$ cat src/rtl/line_write_buffer.sv
// -----------------------------------------------------------------------------
// line_write_buffer
//
// Write-combining buffer that sits between the word-wide store port and the
// line-wide memory/L2 write port. Store words (16 bits, 3-bit word offset,
// per-byte enables) are scattered into one 128-bit line register along with a
// per-byte valid mask. The assembled line is offered downstream over a
// valid/ready handshake. This is the write-side counterpart of the 8:1
// word-select path used on line reads.
//
// Ports:
//   clk, rst        rising-edge clock, synchronous active-high reset
//   in_valid        store word offered
//   in_ready        buffer can take the store this cycle (combinational)
//   in_line_addr    line address of the store (byte address [15:4])
//   in_offset       word index within the line; word k is bits [16k+15:16k]
//   in_wmask        byte enables, bit0 = low byte, bit1 = high byte
//   in_data         store data
//   flush           request drain of the held line
//   out_valid       assembled line offered downstream
//   out_ready       downstream accepts the line
//   out_addr        line address of the held line
//   out_line        line data
//   out_mask        per-byte valid mask; bit 2k+b is byte b of word k
//   busy            high whenever a line is held (FILLING or DRAIN)
// -----------------------------------------------------------------------------
module line_write_buffer #(
  parameter int WORD_WIDTH = 16,
  parameter int ADDR_WIDTH = 12
) (
  input  logic                    clk,
  input  logic                    rst,
  input  logic                    in_valid,
  output logic                    in_ready,
  input  logic [ADDR_WIDTH-1:0]   in_line_addr,
  input  logic [2:0]              in_offset,
  input  logic [1:0]              in_wmask,
  input  logic [WORD_WIDTH-1:0]   in_data,
  input  logic                    flush,
  output logic                    out_valid,
  input  logic                    out_ready,
  output logic [ADDR_WIDTH-1:0]   out_addr,
  output logic [8*WORD_WIDTH-1:0] out_line,
  output logic [15:0]             out_mask,
  output logic                    busy
);

  localparam int LINE_WIDTH = 8 * WORD_WIDTH;

  localparam logic [1:0] EMPTY   = 2'd0;
  localparam logic [1:0] FILLING = 2'd1;
  localparam logic [1:0] DRAIN   = 2'd2;

  logic [1:0]            state;
  logic [ADDR_WIDTH-1:0] addr_q;
  logic [LINE_WIDTH-1:0] line_q;
  logic [15:0]           mask_q;

  logic                  addr_match;
  logic                  accept;
  logic                  conflict;
  logic [LINE_WIDTH-1:0] line_next;
  logic [15:0]           mask_next;

  assign addr_match = (in_line_addr == addr_q);

  // A store to a different line while FILLING is refused; the held line is
  // drained first and the store is retried against an empty buffer.
  assign in_ready = (state == EMPTY) || ((state == FILLING) && addr_match);
  assign conflict = (state == FILLING) && in_valid && !addr_match;

  // A zero byte-enable store is handshaken but is a no-op.
  assign accept   = in_valid && in_ready && (in_wmask != 2'b00);

  // Byte scatter: each enabled byte lands at line byte 2*offset+b.
  // NOTE: every variable assigned in always_comb gets a default first, so a
  // path that skips an assignment cannot infer a latch.
  always_comb begin
    line_next = line_q;
    mask_next = mask_q;
    if (accept) begin
      for (int k = 0; k < 8; k++) begin
        for (int b = 0; b < 2; b++) begin
          if (in_offset == 3'(k) && in_wmask[b]) begin
            line_next[(2*k+b)*8 +: 8] = in_data[b*8 +: 8];
            mask_next[2*k+b]          = 1'b1;
          end
        end
      end
    end
  end

  // NOTE: sequential state uses non-blocking assignments only, so every
  // register samples the pre-edge values regardless of statement order.
  always_ff @(posedge clk) begin
    if (rst) begin
      state  <= EMPTY;
      addr_q <= '0;
      line_q <= '0;
      mask_q <= '0;
    end else begin
      case (state)
        EMPTY: begin
          if (accept) begin
            addr_q <= in_line_addr;
            line_q <= line_next;
            mask_q <= mask_next;
            state  <= flush ? DRAIN : FILLING;
          end
        end
        FILLING: begin
          if (accept) begin
            line_q <= line_next;
            mask_q <= mask_next;
          end
          // A matching store in the same cycle is merged before draining.
          if (conflict || flush || (&mask_next)) begin
            state <= DRAIN;
          end
        end
        DRAIN: begin
          if (out_ready) begin
            line_q <= '0;
            mask_q <= '0;
            state  <= EMPTY;
          end
        end
        default: state <= EMPTY;
      endcase
    end
  end

  assign out_valid = (state == DRAIN);
  assign busy      = (state != EMPTY);
  assign out_addr  = addr_q;
  assign out_line  = line_q;
  assign out_mask  = mask_q;

endmodule
$ cat config.mk
export PLATFORM = sky130hd
export DESIGN_NAME = line_write_buffer
export DESIGN_NICKNAME = d
export VERILOG_FILES = /design/src/rtl/line_write_buffer.sv
export SDC_FILE = /design/constraint.sdc
export NUM_CORES = 1
export LEC_CHECK = 0
export ABC_AREA = 0
export BUFFER_PORTS_ARGS = -buffer_cell sky130_fd_sc_hd__buf_2
export CAP_MARGIN = 20
export CORE_MARGIN = 8
export CORE_UTILIZATION = 52
export CTS_CLUSTER_DIAMETER = 40
export DETAILED_ROUTE_END_ITERATION = 10
export GPL_TIMING_DRIVEN = 1
export PLACE_DENSITY = 0.88
export SYNTH_ARGS = -nofsm -noshare
export SYNTH_HDL_FRONTEND = slang
export SYNTH_SLANG_ARGS = --single-unit
$ cat constraint.sdc
create_clock -name clk -period 6.5 [get_ports clk]
set_input_delay 0 -clock clk [delete_from_list [all_inputs] [get_ports clk]]
set_output_delay 0 -clock clk [all_outputs]
set_load 0.02 [all_outputs]
== After elaboration in Yosys (flattened, before gate mapping) ==
Cells that the tools add are included.
Storage, ports and cells
  register bits: 158
  input port bits: 38
  output and inout bits: 159
  word-level logic and storage cells: 144
Operators by class
  eq/ne operators: 30
  muxes and demuxes: 44
  reductions and logical operators: 51
Operators with widths (count)
  $mux W128: 2
  $pmux W128 S2: 1
  $mux W8: 16
  $reduce_and A4 Y1: 16
  $mux W16: 3
  $ne A2 B1 Y1 const B: 19
  $pmux W16 S2: 1
  $logic_and A1 B1 Y1: 21
  $mux W1: 16
  $reduce_and A16 Y1: 1
  $eq A12 B12 Y1: 1
  $eq A3 B3 Y1 const B: 4
  $mux W2: 4
  $eq A3 B2 Y1 const B: 2
  $pmux W2 S3: 1
  $reduce_and A3 Y1: 2
  $reduce_bool A2 Y1: 3
  $eq A3 B1 Y1 const B: 1
  $logic_not A3 Y1: 1
  $logic_or A1 B1 Y1: 3
  $eq A2 B1 Y1 const B: 1
  $eq A2 B2 Y1 const B: 1
  $logic_not A2 Y1: 1
  $ne A2 B2 Y1 const B: 1
  3 further kinds: 3

== Logic depth before layout (Yosys ltp) ==
Gate-level depths: netlist of run 1.
  depth in word-level cells: 10
  mapped depth: 9
  depth with buffers taken out: 7

== Least setup slack after synthesis of run 1 ==
No wires, ideal clock.
  kind: flip-flop to flip-flop
  start point: reg addr_q[3], in the netlist out_addr[3]
  end point: reg state[0]
  library setup time: 129 ps
  data arrival time: 2251 ps
  required time: 6371 ps
  path slack: 4120 ps
  cell stages (with the launch flop): 8
  path buffers: 0
  clock period less this slack: 2380 ps
  cells stage by stage: dfxtp_1 > xnor2_1 > nand4_1 > o41ai_4 > a21oi_1 > or4_1 > nor4_2 > a21oi_1
Between the ends
  cells in the longest elaborated chain, start to end: 10
  elaborated cells on any way between the ends: 14
  classes of those cells: 3 x eq/ne; 1 x mux; 10 x reduce/logical
RTL lines
  start, declared: RTL line 55  | logic [ADDR_WIDTH-1:0] addr_q;
  start signal, assigned: RTL line 105  | addr_q <= in_line_addr;
  $eq A12 B12 Y1 *: RTL line 65  | assign addr_match = (in_line_addr == addr_q);
  $logic_and A1 B1 Y1: RTL line 69  | assign in_ready = (state == EMPTY) || ((state == FILLING) && addr_match);
  $logic_or A1 B1 Y1: RTL line 69
  $logic_and A1 B1 Y1 (2 in series): RTL line 73  | assign accept = in_valid && in_ready && (in_wmask != 2'b00);
  $mux W16: RTL line 81  | if (accept) begin
  $reduce_and A16 Y1: RTL line 117  | if (conflict || flush || (&mask_next)) begin
  $logic_or A1 B1 Y1: RTL line 117
  $ne A2 B1 Y1 (no source line)
  $reduce_and A3 Y1 (no source line) *
  end signal, assigned: RTL line 108  | state <= flush ? DRAIN : FILLING;
  end, declared: RTL line 54  | logic [1:0] state;
Every way passes the cells marked *; elsewhere a longest branch is shown, timed or not.
A chain may end at the register's enable or synchronous reset.

== Worst setup path after layout of run 1 ==
  start point: reg state[0]
  end point: reg line_q[7], in the netlist out_line[7]
Between the ends
  cells in the longest elaborated chain, start to end: 7
  elaborated cells on any way between the ends: 14
  classes of those cells: 5 x eq/ne; 1 x mux; 8 x reduce/logical
RTL lines
  $eq A2 B1 Y1: RTL line 69, 102
  $logic_and A1 B1 Y1: RTL line 69
  $logic_or A1 B1 Y1: RTL line 69
  $logic_and A1 B1 Y1 (2 in series): RTL line 73
  $ne A2 B1 Y1 (no source line)
  $reduce_and A4 Y1 (no source line)
  end signal, assigned: RTL line 106  | line_q <= line_next;
  end signal, assigned: RTL line 113  | line_q <= line_next;
  end, declared: RTL line 56  | logic [LINE_WIDTH-1:0] line_q;
Parallel ways exist; a longest one is shown, timed or not.

==> metrics.md, run 1 <==
| Metric | Value |
|---|---|
| Status | `complete, no violations` |
| Clock transition at path regs | `0.06 ns` |
| Wire per inst | `18.2 µm` |
| Final WL | `20400 µm` |
| Distinct cells, synth | `43` |
| CTS tree | `built` |
| Area Growth Syn to Fin | `31.5%` |
| Cts repair resizes | `0` |
| Design area | `8210 µm²` |
| MaxCap Viol Count | `0` |
| Buffers added on ports | `196` |
| DRT Pass-1 Iters | `5` |
| Core Region | `11900 µm²` |
| Yosys top cell by area | `dfxtp_1` |
| Max-slew violations | `0` |
| Largest family of logic cells by synthesized area | `simple AND/OR/NAND/NOR gates` |
| Ports | `197` |
| Cell-internal power | `0.00173 W` |
| Critical R2R Launch | `state[0]` |
| Slew Limit Headroom | `0.309` |
| Most frequent cells after synthesis | `158 x dfxtp_1, 140 x nand2_1, 119 x a21oi_1` |
| Iter 0 DRT Violations | `684` |
| Final Cycle Share | `0.525` |
| First-pass GRT wire length | `32000 µm` |
| Number of synthesized flops with an enable pin | `0` |
| GP Congestion | `0.893` |
| Placed cell area | `7250 µm²` |
| Average size of a mapped cell | `8.17 µm²` |
| Number of global-route vias before repair | `6141` |
| Initial Util | `0.526` |
| CTS Root Cell | `clkbuf_16` |
| Post-synth net total | `802` |
| # setup viols final | `0` |
| Fmax | `293 MHz` |
| Cell Area, Synth | `6240 µm²` |
| LEAKAGE | `3.55 nW` |
| # clock sinks | `158` |
| Synth top area share | `0.507` |
| Die X | `126 µm` |
| Max VDD drop | `180 µV` |
| Layout Utilization | `0.693` |
| Proportion of synthesized area in mux cells | `0.0481` |
| RSZ-0062 raised after global routing | `no` |
| Flop pwr share | `0.435` |
| Clk_lat worst skew | `0.43 ns` |
| Chip height | `126 µm` |
| Worst hold stages | `4` |
| R2R cell count | `8` |
| Ys flop type | `dfxtp_1` |
| CP Class | `flip-flop to flip-flop` |
| Power share of the combinational group | `0.101` |
| Cell with the most instances after synthesis | `dfxtp_1` |
| Nets | `999` |
| Switching Share | `0.251` |
| Compound-cell area share of the yosys netlist | `0.122` |
| Maximum buffer depth of the clock tree | `2` |
| Register bit total from synthesis | `158` |
| Largest net degree at the start of global routing | `102` |
| Worst Setup End Kind | `flip-flop` |
| Setup Total Neg Slack | `0 ns` |
| Number of core rows | `40` |
| Crit path max fanout | `68` |
| Yosys warns | `0` |
| Critical Path Source Type | `flip-flop` |
| Clock skew | `0.00778 ns` |
| Min-Delay Path Class | `input port to flip-flop` |
| Top post-synthesis cells by area | `dfxtp_1 51%, a21oi_1 9.5%, nand3_1 8.6%, nand2_1 8.4%, mux2i_1 4.8%` |
| # DRC | `0` |
| Synth Area in XOR/XNOR | `0.0168` |
| Adder-cell area share of the yosys netlist | `0` |
| Worst reg-to-reg setup slack | `3.09 ns` |
| Final hold vios | `0` |
| Tot GR Track Use | `0.252` |
| CTS Buf Count | `17` |
| Least-Margin Pin Slew | `1.04 ns` |
| Clock power share | `0.464` |
| Post-layout minimum cycle time | `3.41 ns` |
| Sequential-to-total area share from yosys stat | `0.507` |
| GRT overflow | `0` |
| Via/cell ratio | `5.69` |
| ANT nets after route | `0` |
| Total Die Area | `15800 µm²` |
| R2r endpoint | `out_line[7]` |
| P_sw | `0.000581 W` |
| Synth Area in Simple Gates | `0.268` |
| Via count of the routed design | `6389` |
| Pwr/cell area | `282 nW/µm²` |
| H-tree levels | `4` |
| Post-synth ARST share | `0` |
| Initial antenna violation count | `1` |
| Worst Path Required | `6.78 ns` |
| Hold_sp | `out_ready` |
| Synth Instances | `764` |
| HPWL Detailed | `13700 µm` |
| Min-Delay Endpoint | `state[1]` |
| Worst EP arrival | `3.69 ns` |
| Share of layout cells above drive strength 1 | `0.247` |
-- worst max path at each step --
| stage | startpoint | endpoint | slack [ns] | cells past startpoint |
|---|---|---|---|---|
| 6_report | state[0] | out_line[7] | 3.09 | 8 |
| 5_1_grt | state[0] | out_line[7] | 2.81 | 8 |
| 4_1_cts | state[0] | out_line[7] | 3.07 | 8 |
| 3_5_place_dp | state[0] | out_line[7] | 3.12 | 8 |
| 3_3_place_gp | state[0] | out_line[0] | 3.23 | 8 |
| 2_1_floorplan | out_addr[3] | state[0] | 4.12 | 7 |
-- power by group through the flow --
stage / combinational [W] / sequential [W] / clock, W
floorplan: 0.000115 / 0.00105 / 0
global placement: 0.000212 / 0.00103 / 0
detailed placement: 0.000215 / 0.00103 / 0
CTS: 0.000230 / 0.00101 / 0.00108
global route: 0.000250 / 0.00101 / 0.00112
finish: 0.000234 / 0.00101 / 0.00107
-- sequential cells by signal, indices dropped and copies added (netlist names) --
register and cells:
state 2, out_line 128, out_addr 12, out_mask 16
-- routing by layer --
layer  global-route usage  vias to the layer above  part of all wire
li1                     -                     2985                 -
met1                0.290                     2996              0.39
met2                0.411                      350              0.48
met3               0.0841                       58              0.10
met4                0.130                        0             0.036
met5                    0                        -                 0
-- cells in the final DEF, fill, tap and decap left out, types with 8 or more instances in the layout --
master and instances:
nor2b_1 19, buf_2 195, nand2_1 139, nor2_1 63, dlygate4sd3_1 32, dfxtp_1 158
a21oi_1 119, and2_1 8, clkbuf_16 17, nand3_1 107, xnor2_1 12, mux2i_1 30
-- timing repair --
action                                  4_1_cts  5_1_grt
hold buffers                                 32        0
setup buffers                                 0        0
endpoints found under the setup margin        0        0
endpoints found under the hold margin        85        0
-- cells by family (layout without fill, tap and decap cells) --
family	count (synthesis)	in the layout
compound gates	138	138
flops	158	158
simple gates	365	365
xor+xnor	12	12
other cells	0	1
mux	30	30
buf+inv	61	271
-- through the flow --
stage | instances | power [W] | hold WS (ns) | worst slack (ns)
after detailed placement | 1057 | 0.00124 | 0.268 | 3.12
after global placement | 1057 | 0.00124 | 0.259 | 3.23
after floorplan | 764 | 0.00117 | 0.136 | 4.12
after CTS | 1121 | 0.00232 | 0.0250 | 3.07
final | 1122 | 0.00231 | 0.0456 | 3.09
after global routing | 1122 | 0.00238 | 0.0749 | 2.81
-- critical path: stages, from the launching register on --
cell and delay [ns]:
dfxtp_1 0.38, inv_1 0.10, nand2_1 0.21, inv_1 0.31
nand2_4 0.63, buf_4 0.47, a21boi_1 0.81, mux2i_1 0.28
nor2_1 0.06
-- cell type report --
class / instances / area, µm²
fill: 909 / 3650
antenna: 1 / 2.50
timing repair buffer: 233 / 1340
inverter: 6 / 22.5
tap: 147 / 184
clock inverter: 13 / 186
multi-input combinational: 545 / 2860
clock buffer: 19 / 453
sequential: 158 / 3160
No activity file was read; power rests on OpenSTA's default activity.
==> run 2: changes to the inputs <==
- CORE_UTILIZATION: 52 -> 51
- PLACE_DENSITY: 0.88 -> 0.87
- clock period: 6.5 -> 3.4 ns (I/O delays scaled with it)
==> run 2 against run 1 <==
Fmax grew 22%. Register-to-register slack lost 2.5 ns. Die area grew 1.7%. First-iteration DRC count shrank 12%. Clock skew is essentially flat. Worst setup slack lost 2.5 ns. Via count shrank 1.4%. Global-route usage shrank 0.88 points. Critical endpoint is now state[0]. Critical path depth shrank 1. Routed wire length shrank 1.2%. Highest routed layer unchanged. Sequential power grew 90%.
==> metrics.md, run 2 (synthesis results as in run 1) <==
| Metric | Value |
|---|---|
| Crit path max fanout | `11` |
| Clock skew | `0.00775 ns` |
| Crit-path slowest cell | `o41ai_4` |
| Hold_sp | `out_ready` |
| Worst reg-to-reg setup slack | `0.61 ns` |
| Number of core rows | `40` |
| # DRC | `0` |
| Iter 0 DRT Violations | `603` |
| Die X | `127 µm` |
| Core Region | `12000 µm²` |
| CTS Root Cell | `clkbuf_16` |
| Most frequent cells in the layout | `195 x buf_2, 158 x dfxtp_1, 139 x nand2_1, 119 x a21oi_1, 107 x nand3_1` |
| Critical path startpoint | `out_addr[7]` |
| CTS Buf Count | `17` |
| Via count of the routed design | `6301` |
| Buffers added on ports | `196` |
| Hold buffers post-CTS | `29` |
| Slew Limit Headroom | `0.413` |
| GRT overflow | `0` |
| MaxCap Viol Count | `0` |
| Nets | `1000` |
| # clock sinks | `158` |
| First-pass GRT wire length | `31400 µm` |
| Gr busiest metal | `met2` |
| Setup Total Neg Slack | `0 ns` |
| Critical Path Source Type | `flip-flop` |
| DRT Pass-1 Iters | `5` |
| LEAKAGE | `3.51 nW` |
| Total power | `0.00416 W` |
| Critical R2R Launch | `out_addr[7]` |
| Ports | `197` |
| Min-Delay Path Class | `input port to flip-flop` |
| Initial antenna violation count | `0` |
| Number of global-route vias before repair | `6047` |
| Max VDD drop | `289 µV` |
| HPWL Detailed | `13700 µm` |
| CP max stage delay | `0.66 ns` |
| Chip height | `127 µm` |
| Via/cell ratio | `5.62` |
| Share of layout cells above drive strength 1 | `0.246` |
| Clk_lat worst skew | `0.42 ns` |
| Max-slew violations | `0` |
| RSZ-0062 raised after global routing | `no` |
| Least-Margin Pin Slew | `0.880 ns` |
| Setup repair bufs after CTS | `0` |
| Final WL | `20100 µm` |
| Worst EP arrival | `3.08 ns` |
| Maximum buffer depth of the clock tree | `2` |
| Status | `complete, no violations` |
| Clock transition at path regs | `0.06 ns` |
| CTS tree | `built` |
| Fmax | `359 MHz` |
| Total Die Area | `16000 µm²` |
| Pwr/cell area | `513 nW/µm²` |
| Worst-path cell chain | `xnor2_1 > nand4_1 > o41ai_4 > and2_0 > nor2_1 > nor4_2 > a21oi_1` |
| Final Cycle Share | `0.820` |
| Antenna diodes | `0` |
| Tot GR Track Use | `0.243` |
| Commonest non-fill, non-tap cell in the layout | `buf_2` |
| Grt met1 use | `0.283` |
| Initial Util | `0.522` |
| Max FFs per register | `128` |
| CP Class | `flip-flop to flip-flop` |
| Wire per inst | `18.0 µm` |
| Area Growth Syn to Fin | `29.9%` |
| Worst Setup End Kind | `flip-flop` |
| ANT nets after route | `0` |
| Worst Path Required | `3.69 ns` |
| # setup viols final | `0` |
| GP Congestion | `0.916` |
| Largest net degree at the start of global routing | `85` |
| GR Layer Usage met2 | `0.391` |
| Post-layout minimum cycle time | `2.79 ns` |
| Cts repair resizes | `0` |
| Global Route met3 Usage | `0.0792` |
| Final hold vios | `0` |
| H-tree levels | `4` |
run 2: cell types whose count changed in the layout (fill, tap and decap cells not counted), sizes merged:
cell / delta
clkinv: +2
clkinvlp: -4
bufinv: -3
clkbuf: +4
buf: +4
dlygate4sd3: -3
diode: -1
run 2: final timing paths:
kind	end	cells after the start
max	state[0]	7
min	state[1]	4
max reg2reg	state[0]	7
min reg2reg	out_line[102]	2
run 2: layout make-up:
type                            count  area, µm²
Tap cell                          147        184
Timing Repair Buffer              234       1340
Fill cell                         918       3850
Multi-Input combinational cell    545       2850
Sequential cell                   158       3160
Inverter                            6       22.5
Clock inverter                      8       83.8
Clock buffer                       23        468
run 2: power by group:
part / switching (W) / total, W / internal, W / leakage, nW
Combinational: 0.000298 / 0.000450 / 0.000152 / 1.96
Clock: 0.000739 / 0.00179 / 0.00105 / 0.272
Sequential: 0.0000297 / 0.00192 / 0.00189 / 1.28
run 2: metrics by stage:
step	setup WS (ns)	util	hold WS (ns)	instance area [µm²]	std cells
floorplan	1.02	-	0.136	6240	764
global placement	0.827	0.608	0.262	7270	1061
detailed placement	0.676	0.608	0.268	7270	1061
CTS	0.656	0.678	0.0164	8110	1121
global route	0.373	0.678	0.0633	8110	1121
finish	0.613	0.678	0.0458	8110	1121
run 2: worst max-delay path: cells and delay by family (launching register included):
family	cells	cell delay, ns
simple gates	4	1.36
flops	1	0.39
compound gates	2	0.76
xor+xnor	1	0.15
run 2: per-layer routing:
| metal | part of all wire | vias to the layer above | wire, µm |
|---|---|---|---|
| met4 | 0.042 | 0 | 837 |
| met3 | 0.097 | 68 | 1960 |
| met1 | 0.39 | 2941 | 7940 |
| li1 | - | 2988 | - |
| met2 | 0.47 | 304 | 9410 |
| met5 | 0 | - | 0 |
